<file path="src/rtl/pipe_hazard_ctrl.sv">
// Pipeline hazard sequencer: buffer enables/flushes, PC control, HLT and interrupt entry.
// Optional stall performance counter enabled by defining PIPE_STALL_PERF_EN.
module pipe_hazard_ctrl #(
    parameter int unsigned REG_AW       = 3,
    parameter int unsigned DRAIN_CYCLES = 3,
    parameter int unsigned CNT_W        = 16
) (
    input  logic              clk,
    input  logic              rst,
    input  logic [REG_AW-1:0] id_rs1,
    input  logic [REG_AW-1:0] id_rs2,
    input  logic              id_use_rs1,
    input  logic              id_use_rs2,
    input  logic              id_hlt,
    input  logic              ex_mem_read,
    input  logic [REG_AW-1:0] ex_rd,
    input  logic              branch_taken,
    input  logic              mem_busy,
    input  logic              int_req,
    output logic              fd_en,
    output logic              de_en,
    output logic              em_en,
    output logic              mw_en,
    output logic              fd_flush,
    output logic              de_flush,
    output logic              pc_en,
    output logic [1:0]        pc_sel,
    output logic              int_ack,
    output logic              int_push,
    output logic              halted,
    output logic [CNT_W-1:0]  stall_cnt
);

    typedef enum logic [2:0] {
        S_RUN,
        S_INT_DRAIN,
        S_INT_PUSH,
        S_INT_JUMP,
        S_HALT
    } state_t;

    localparam logic [3:0] DRAIN_INIT = 4'(DRAIN_CYCLES - 1);

    state_t     state_q, state_d;
    logic [3:0] drain_q, drain_d;
    logic       int_ack_q, int_ack_d;
    logic       mask_q, mask_d;
    logic       load_use;

    assign load_use = ex_mem_read &&
                      ((id_use_rs1 && (id_rs1 == ex_rd)) ||
                       (id_use_rs2 && (id_rs2 == ex_rd)));

    always_comb begin
        state_d   = state_q;
        drain_d   = drain_q;
        int_ack_d = 1'b0;
        mask_d    = mask_q;
        fd_en     = 1'b1;
        de_en     = 1'b1;
        em_en     = 1'b1;
        mw_en     = 1'b1;
        fd_flush  = 1'b0;
        de_flush  = 1'b0;
        pc_en     = 1'b1;
        pc_sel    = 2'b00;
        int_push  = 1'b0;

        if (mem_busy) begin
            fd_en = 1'b0;
            de_en = 1'b0;
            em_en = 1'b0;
            mw_en = 1'b0;
            pc_en = 1'b0;
        end else begin
            unique case (state_q)
                S_RUN: begin
                    if (branch_taken) begin
                        pc_sel   = 2'b01;
                        fd_flush = 1'b1;
                        de_flush = 1'b1;
                    end else if (load_use) begin
                        pc_en    = 1'b0;
                        fd_en    = 1'b0;
                        de_flush = 1'b1;
                    end else begin
                        // A sequential fetch re-opens interrupt acceptance after a handler jump.
                        mask_d = 1'b0;
                        if (int_req && !mask_q) begin
                            state_d   = S_INT_DRAIN;
                            drain_d   = DRAIN_INIT;
                            int_ack_d = 1'b1;
                        end else if (id_hlt) begin
                            state_d = S_HALT;
                        end
                    end
                end
                S_INT_DRAIN: begin
                    pc_en    = 1'b0;
                    fd_flush = 1'b1;
                    if (drain_q == 4'd0) state_d = S_INT_PUSH;
                    else                 drain_d = drain_q - 4'd1;
                end
                S_INT_PUSH: begin
                    pc_en    = 1'b0;
                    fd_flush = 1'b1;
                    int_push = 1'b1;
                    state_d  = S_INT_JUMP;
                end
                S_INT_JUMP: begin
                    pc_sel   = 2'b10;
                    fd_flush = 1'b1;
                    mask_d   = 1'b1;
                    state_d  = S_RUN;
                end
                S_HALT: begin
                    pc_en    = 1'b0;
                    fd_flush = 1'b1;
                    if (int_req) begin
                        state_d   = S_INT_DRAIN;
                        drain_d   = DRAIN_INIT;
                        int_ack_d = 1'b1;
                    end
                end
                default: state_d = S_RUN;
            endcase
        end

        if (rst) begin
            fd_en    = 1'b1;
            de_en    = 1'b1;
            em_en    = 1'b1;
            mw_en    = 1'b1;
            fd_flush = 1'b1;
            de_flush = 1'b1;
            pc_en    = 1'b0;
            pc_sel   = 2'b00;
            int_push = 1'b0;
        end
    end

    always_ff @(posedge clk) begin
        if (rst) begin
            state_q   <= S_RUN;
            drain_q   <= '0;
            int_ack_q <= 1'b0;
            mask_q    <= 1'b0;
        end else begin
            state_q   <= state_d;
            drain_q   <= drain_d;
            int_ack_q <= int_ack_d;
            mask_q    <= mask_d;
        end
    end

    assign int_ack = int_ack_q && !rst;
    assign halted  = (state_q == S_HALT) && !rst;

`ifdef PIPE_STALL_PERF_EN
    logic [CNT_W-1:0] stall_cnt_q;

    always_ff @(posedge clk) begin
        if (rst) begin
            stall_cnt_q <= '0;
        end else if (!pc_en && !(&stall_cnt_q)) begin
            stall_cnt_q <= stall_cnt_q + 1'b1;
        end
    end

    assign stall_cnt = stall_cnt_q;
`else
    assign stall_cnt = '0;
`endif

endmodule
</file>
<file path="config.mk">
export PLATFORM = sky130hd
export DESIGN_NAME = pipe_hazard_ctrl
export DESIGN_NICKNAME = d
export VERILOG_FILES = /design/src/rtl/pipe_hazard_ctrl.sv
export SDC_FILE = /design/constraint.sdc
export NUM_CORES = 1
export LEC_CHECK = 0
export CORE_MARGIN = 5
export CORE_UTILIZATION = 40
export DETAILED_ROUTE_END_ITERATION = 10
export PLACE_DENSITY = 0.78
export SYNTH_ARGS = -nofsm -noshare
export SYNTH_HDL_FRONTEND = slang
export SYNTH_SLANG_ARGS = --single-unit
</file>
<file path="constraint.sdc">
create_clock -name clk -period 2.1 [get_ports clk]
set_clock_uncertainty 0.15 [all_clocks]
set_input_delay 0.42 -clock clk [delete_from_list [all_inputs] [get_ports clk]]
set_output_delay 0.42 -clock clk [all_outputs]
set_load 0.01 [all_outputs]
</file>
* Word-level counts from Yosys, hierarchy flattened *
Cells that the tools add are included.

word-level totals
  latch bits = 0
  RAM bits = 0
  bits in read-only memories = 0
  memories = 0
  flip-flop bits (word level) = 9

operators by class
  add/subtract/negate cells = 1
  multipliers = 0
  divide/modulo/power cells = 0
  bitwise gates (word level) = 1
  order comparisons = 0
  mux-type cells = 47
  eq/ne operators = 13
  shift-type cells = 0
  reductions and logical operators = 19

operator list
  cell                                                                    count
  1-bit 2-to-1 mux                                                        27
  4-bit 2-to-1 mux                                                        5
  3-bit 2-to-1 mux                                                        6
  2-bit inequality test (second input constant)                           6
  3-bit one-hot mux with 4 select lines                                   1
  4-bit one-hot mux with 3 select lines                                   1
  1-bit one-hot mux with 2 select lines                                   4
  7-bit AND reduction                                                     1
  3-bit by 2-bit equality test with 1-bit output (second input constant)  2
  3-bit equality test                                                     2
  1-bit logical AND                                                       6
  6-bit AND reduction                                                     1
  4-bit logical NOT                                                       1
  2-bit 2-to-1 mux                                                        2
  2-bit one-hot mux with 2 select lines                                   1
  4-bit AND reduction                                                     1
  4-bit OR reduction                                                      1
  4-bit by 1-bit subtractor with 4-bit output (second input constant)     1
  3-bit by 1-bit equality test with 1-bit output (second input constant)  1
  3-bit equality test (second input constant)                             1
  3-bit logical NOT                                                       1
  3-bit inequality test (second input constant)                           1
  3-bit nonzero test                                                      1
  3-bit OR reduction                                                      1
  5 further kinds                                                         6

* Logic depth before layout (Yosys ltp) *
  word-level depth = 9
  mapped depth = 7
  mapped depth without buffers = 7

* Worst setup path after synthesis *
OpenSTA, ideal clock, no wires.

  path type = in2out
  start = in ex_rd[0]
  end = out de_flush
  setup slack = 0.113 ns
  arrival time = 1.417 ns
  required time = 1.530 ns
  stages = 5
  path through = xnor2_1 and4_4 a211o_1 and2_1 a21o_1

between the ends
  word-level cells in the longest chain between the ends = 9
  elaborated cells on any way between the ends = 11
  classes of those cells = eq/ne (2); mux (5); reduce/logical (4)

RTL lines
  item                                    RTL line  RTL
  start, declared                         16        input logic [REG_AW-1:0] ex_rd,
  3-bit equality test (on tied branches)  51, 52
  1-bit logical AND (on tied branches)    51, 52
  1-bit logical OR (*)                    51        ((id_use_rs1 && (id_rs1 == ex_rd)) ||
  1-bit logical AND (*)                   50        assign load_use = ex_mem_read &&
  1-bit 2-to-1 mux (*)                    82        end else if (load_use) begin
  1-bit 2-to-1 mux (*)                    78        if (branch_taken) begin
  1-bit 2-to-1 mux (*)                    76        unique case (state_q)
  1-bit 2-to-1 mux (*)                    69        if (mem_busy) begin
  1-bit 2-to-1 mux (*)                    129       if (rst) begin
  end, declared                           25        output logic de_flush,

Every way passes the cells marked *; elsewhere a longest branch is shown, timed or not.

* Worst setup path in the final report *
  start = in ex_rd[2]
  end = out de_flush

The elaborated chain is that of the path after synthesis.

==> results by group <==
Critical path
  • Reg2Reg Depth: 7
  • WP depth: 7
  • Slowest-stage cell, CP: a211o_1
  • Worst setup path end: de_flush
  • FF-to-FF End: drain_q[1]
  • Largest stage delay on the critical path: between 0.2 and 0.3 ns
  • Worst Setup SP: ex_rd[2]
  • WP buf/inv: 2
  • CP Cell Sequence: buf_8, xnor2_2, and4_4, a211o_1, and2_4, a21o_1, buf_2
  • Setup crit end kind: output pin
  • Crit path kind: in2out
  • R2r startpoint: state_q[2]
  • R2R Setup Slk: about 0.10 ns
  • Critical-path maximum fanout: 3
  • CP delay by family, top: compound AO/OA/AOI/OAI gates
  • CP required: ~1.5 ns
  • Critical path startpoint category: input pin
  • WP data arrival: 1.58 ns

Layout
  • Layout area overhead: 55.6%
  • Fillcell total: between 150 and 200
  • Diodes inserted: 0
  • Core Util, Final: ~65%
  • Final #Nets: 190
  • Layout cells sized above 1: around two fifths
  • Post-route design area: 1430 µm²

Logic synthesis
  • Main combinational cell family by area after synthesis: simple AND/OR/NAND/NOR gates
  • Ys async rst share: 0%
  • Mux contribution to synthesized area: around 2.3%
  • Synth Register Bits: 9
  • Yosys top cell area share: about a fifth
  • XOR/XNOR Fraction of Synth Area: about 5.7%
  • Post-Synth Adder-Cell Area: under 10%
  • Synth Flop Type: dfxtp_1
  • Cell taking the most area after synthesis: dfxtp_1
  • Synth Warn #: 0
  • Synth area leaders: dfxtp_1, buf_4, xnor2_1
  • Synth unique cells: 46
  • Compound-Gate Fraction of Synth Area: 23.8%
  • Post-synth EDFFs: 0
  • Synth Area in Simple Gates: between 20% and 30%
  • Post-Syn Area: 916 µm²
  • Sequential area share after synthesis: 19.7%
  • Syn_area_per_cell: about 7.6 µm²
  • Post-Synthesis Cells: 120

Job
  • Max-cap violations: 0

Hold path
  • Hold Startpoint: drain_q[3]
  • Min-Delay Path Class: reg2reg

Floorplan
  • Die area: approximately 3300 µm²
  • Chip height: about 58 µm
  • Io pins: 46
  • Initial Utilization: around two fifths
  • Area of the core: about 2200 µm²
  • Die W: about 58 µm
  • Placement row count: 17

Global route
  • Largest net degree at the start of global routing: 10
  • Number of global-route vias before repair: about 980
  • Global-route wire length before repair: roughly 4200 µm
  • Antenna violations before repair: 0
  • Overflow after GRT: 0
  • Total GRT Usage: 15.3%

Drt
  • Via density: 5.21
  • Vias: between 1000 and 1500
  • First-pass iteration count of the detailed router: 4
  • Residual DRC: 0
  • DR iter-0 viols: 31
  • Remaining antenna violation count: 0
  • Routed WL per cell: 13.7 µm
  • Wirelength, routed: approximately 2700 µm

Place
  • Placed cell areas: between 1000 and 1500 µm²
  • Pre-CTS WS: -0.935 ns
  • Input/output buffers: 29
  • DP Wirelength: 2040 µm
  • RD Place Congestion: 0.942

Power and ir drop
  • Leakage Power: between 0.7 and 0.8 nW
  • Pwr dens: roughly 400 nW/µm²
  • Worst VDD drop: between 0.2 and 0.3 mV

Outcome
  • Status: finished, violations left
  • Failing checks: setup timing

Clocking
  • Clock tree root driver cell: clkbuf_4
  • H-tree levels: 1
  • TritonCTS buffer count: 3
  • Reg clk slew, reported paths: 0.06 ns
  • CTS tree: done
  • # clock sinks: 9
  • Clk buf depth: 2
  • Worst skew pair latency: between 0.2 and 0.3 ns

Timing
  • Final Hold Viols: 0
  • Max Slew Vio Count: 0
  • Final worst setup slack: -0.0502 ns
  • Hold slack final: between 0.3 and 0.4 ns
  • RSZ-0062 raised after global routing: true
  • Fin crit share: 102%
  • Minimum clock period: around 2.2 ns
  • Count of final setup violators: 1
  • Highest clock rate: about 470 MHz
synthesized netlist by cell type (all sizes together), types with 2 or more instances:
library cell and n:
inv 6, a21oi 3, o21ai 6, dfxtp 9, nand2 8, xnor2 6, clkbuf 4, o21a 2
or3 3, buf 19, nor3b 2, o21bai 3, and3 2, nand2b 4, nor3 3, nor2 8
nor2b 3, o22ai 3, and4 2
cell usage in the layout (no fill, tap or decap), drive strengths merged, types with 2 or more instances in the layout:
| cell | netlist | final |
|---|---|---|
| a21oi | 3 | 3 |
| and3 | 2 | 2 |
| and4 | 2 | 2 |
| buf | 19 | 37 |
| clkbuf | 4 | 7 |
| clkdlybuf4s50 | 0 | 2 |
| conb | 1 | 16 |
| dfxtp | 9 | 9 |
| dlygate4sd2 | 0 | 5 |
| dlymetal6s2s | 0 | 6 |
| inv | 6 | 6 |
| nand2 | 8 | 8 |
| nand2b | 4 | 4 |
| nor2 | 8 | 8 |
| nor2b | 3 | 3 |
| nor3 | 3 | 3 |
| nor3b | 2 | 2 |
| o21a | 2 | 2 |
| o21ai | 6 | 6 |
| o21bai | 3 | 3 |
| o22ai | 3 | 3 |
| or3 | 3 | 3 |
| xnor2 | 6 | 6 |
tightest hold or removal path, cell delays in order (launching register included):
cell	delay, ns
dfxtp_1	0.33
inv_1	0.07
o22ai_1	0.09
sequential cells by signal, indices dropped and copies added (netlist names):
| register | count |
|---|---|
| state_q | 3 |
| int_ack_q | 1 |
| mask_q | 1 |
| drain_q | 4 |
cell type report:
type                            count  area (µm²)  share of cell area (%)
Clock buffer                        4        26.3                    1.84
Timing Repair Buffer               54         464                    32.6
Multi-Input combinational cell     97         694                    48.7
Tap cell                           28        35.0                    2.46
Sequential cell                     9         183                    12.8
Inverter                            6        22.5                    1.58
kinds of logic after synthesis:
family,after synthesis
and+or+nand+nor,43
AOI/OAI and AO/OA,29
buffers and inverters,29
DFF,9
xor gates and xnor gates,6
muxes,2
adders and majority gates,1
other,1
routing by layer:
metal / vias to the layer above / part of all wire (%) / GRT usage (%)
met2: 53 / 50 / 26.5
met4: 0 / 2.6 / 4.64
li1: 493 / - / -
met1: 474 / 38 / 18.2
met5: - / 0 / 0
met3: 11 / 9.0 / 4.45
power by group:
part	switching, W	internal, W	total [W]
clock	0.0000628	0.0000734	0.000136
sequential	0.00000652	0.000177	0.000183
combinational	0.000115	0.000136	0.000251
total	0.000185	0.000386	0.000571
worst min path at each step:
stage | end | slack (ns) | depth (start not counted)
after floorplan | drain_q[3] | 0.33 | 2
after global placement | drain_q[3] | 0.36 | 2
after detailed placement | drain_q[3] | 0.37 | 2
after CTS | drain_q[3] | 0.38 | 2
after global routing | drain_q[0] | 0.44 | 2
final | drain_q[3] | 0.39 | 2
what timing repair did:
action / 4_1_cts / 5_1_grt
setup buffers: 1 / 3
gates cloned: 0 / 0
setup endpoints to repair: 13 / 14
hold buffers: 0 / 0
gates resized for setup: 75 / 26
pin swaps: 14 / 7
stage by stage:
stage / instances / power, W / TNS [ns]
6_report: 198 / 0.000571 / -0.0502
5_1_grt: 198 / 0.000607 / -0.190
4_1_cts: 195 / 0.000547 / -0.793
3_5_place_dp: 190 / 0.000405 / -7.22
3_3_place_gp: 190 / 0.000400 / -6.80
2_1_floorplan: 135 / 0.000316 / 0
No activity file was read; power rests on OpenSTA's default activity.
==> RTL change: new RTL, same flow settings <==
Build with the macro `PIPE_STALL_PERF_EN` defined.
--- a/src/rtl/pipe_hazard_ctrl.sv
+++ b/src/rtl/pipe_hazard_ctrl.sv
@@ -1,5 +1,7 @@
 // Pipeline hazard sequencer: buffer enables/flushes, PC control, HLT and interrupt entry.
 // Optional stall performance counter enabled by defining PIPE_STALL_PERF_EN.
+`define PIPE_STALL_PERF_EN
+
 module pipe_hazard_ctrl #(
     parameter int unsigned REG_AW       = 3,
     parameter int unsigned DRAIN_CYCLES = 3,
Behaviour: not the same (Yosys sat finds a counterexample within 4 cycles, from zero or initial values and one cycle with rst high).
==> RTL change against the unedited design <==
The flow still finishes with violations (setup timing); area after synthesis increased by 72%; register-to-register slack got worse by 0.21 ns; hold slack got worse by 0.091 ns; final area increased by 96%; total power increased to 3.8 times the old value; critical path depth increased by 2; worst setup slack got worse by 0.082 ns; routed wire length increased by 130%; count of clock-buffer cells in the layout decreased by 1; sequential cell count increased by 16; critical endpoint is now stall_cnt[11].
==> RTL change: results (changes against the unedited design) <==
status finished, violations left; failing checks setup timing; final setup violating endpoints 17 (+16); Port-buffer cells 45 (+55%); most instantiated cells after synthesis dfxtp_1 (25), nor2_1 (25), a21oi_1 (13); switching power 0.000837 W (+350%); power share of the sequential group 28.4% (-3.7 points); nets@finish 317 (+67%); detailed-route wire length per cell 17.9 um (+31%); Critical path origin branch_taken; worst hold path startpoint int_req; Total GRT Usage 20.2% (+4.8 points); Filler cells 270 (+45%); Root Buffer clkbuf_8; sequential share of the synthesized area 31.7% (+12 points); Worst EP arrival 2.29 ns (+0.71 ns); Final TNS setup -0.971 ns (-0.920 ns); vias per inst 5.77 (+11%); Worst Hold Path Cells 3 (+1); reg2reg path depth 8 (+1); final hold vios 0 (unchanged); worst setup margin -0.132 ns (-0.0818 ns); HPWL after detailed placement 3.59 mm (+76%); Hold Path Sink int_ack_q; clk slew on worst S/H paths 0.09 ns (+0.03 ns); Syn Inst Count 194 (+62%); drt initial violations 138 (+350%); Register-to-Register Setup Slack -0.11 ns (-0.21 ns); Critical Path Max Stage Delay 0.42 ns (+0.15 ns); cell family with most CP delay simple AND/OR/NAND/NOR gates; crit path to stall_cnt[11]; Leakage 1.11 nW (+49%); Post-Place Cells 325 (+71%); DP Area 0.00241 mm2 (+85%); layout cells sized above 1 41.4% (+1.9 points); WL final 6.14 mm (+130%); Hold Crit Class in2reg; Power Clock 0.000300 W (+120%); VDD IR max 0.000423 V (+56%); Largest register FFs 16 (+12); Synth area leaders dfxtp_1 (32%), nor2_1 (5.9%), xor2_1 (5.0%), a21oi_1 (4.1%), xnor2_1 (3.9%); Synth cell types 48 (+4.3%)
[RTL change: cell count changes in the layout (fill, tap and decap cells not counted), moves of 5 or more]
cell / before / now
buf_6: 5 / 12
dfxtp_1: 7 / 20
nor2_1: 4 / 24
a21oi_1: 2 / 9
clkdlybuf4s50_1: 2 / 21
xor2_1: 0 / 9
buf_4: 25 / 50
nor3_1: 2 / 7
conb_1: 16 / 0
nand4_1: 1 / 6
[RTL change: what timing repair did]
item / 4_1_cts / 5_1_grt
resized for setup: 69 / 56
setup endpoints to repair: 35 / 29
buffers inserted: 7 / 8
cloned: 1 / 0
pin swaps: 25 / 26
[RTL change: layer usage]
metal | vias to the layer above | wire length, um | track usage, %
met5 | - | 0 | 0
met4 | 0 | 183 | 5.94
met3 | 19 | 362 | 3.03
met2 | 88 | 3050 | 34.0
met1 | 955 | 2540 | 26.5
li1 | 916 | - | -
[RTL change: logic make-up (layout without fill, tap and decap cells)]
group / count (synthesis) / in the layout / share of synthesized area, %
multiplexers: 2 / 2 / 1.27
XOR/XNOR: 16 / 16 / 8.88
flip-flops: 25 / 25 / 31.7
AND/OR/NAND/NOR: 81 / 81 / 28.0
adder cells (fa/ha/maj): 3 / 3 / 2.38
AO/OA/AOI/OAI: 49 / 49 / 22.0
buffers and inverters: 18 / 119 / 5.79
[RTL change: layout make-up]
class	instances	area [um2]	share of cell area, %
Clock inverter	1	5.00	0.180
Tap cell	48	60.1	2.16
Clock buffer	3	41.3	1.48
Multi-Input combinational cell	151	1210	43.5
Inverter	8	30.0	1.08
Timing Repair Buffer	107	927	33.3
Sequential cell	25	512	18.4
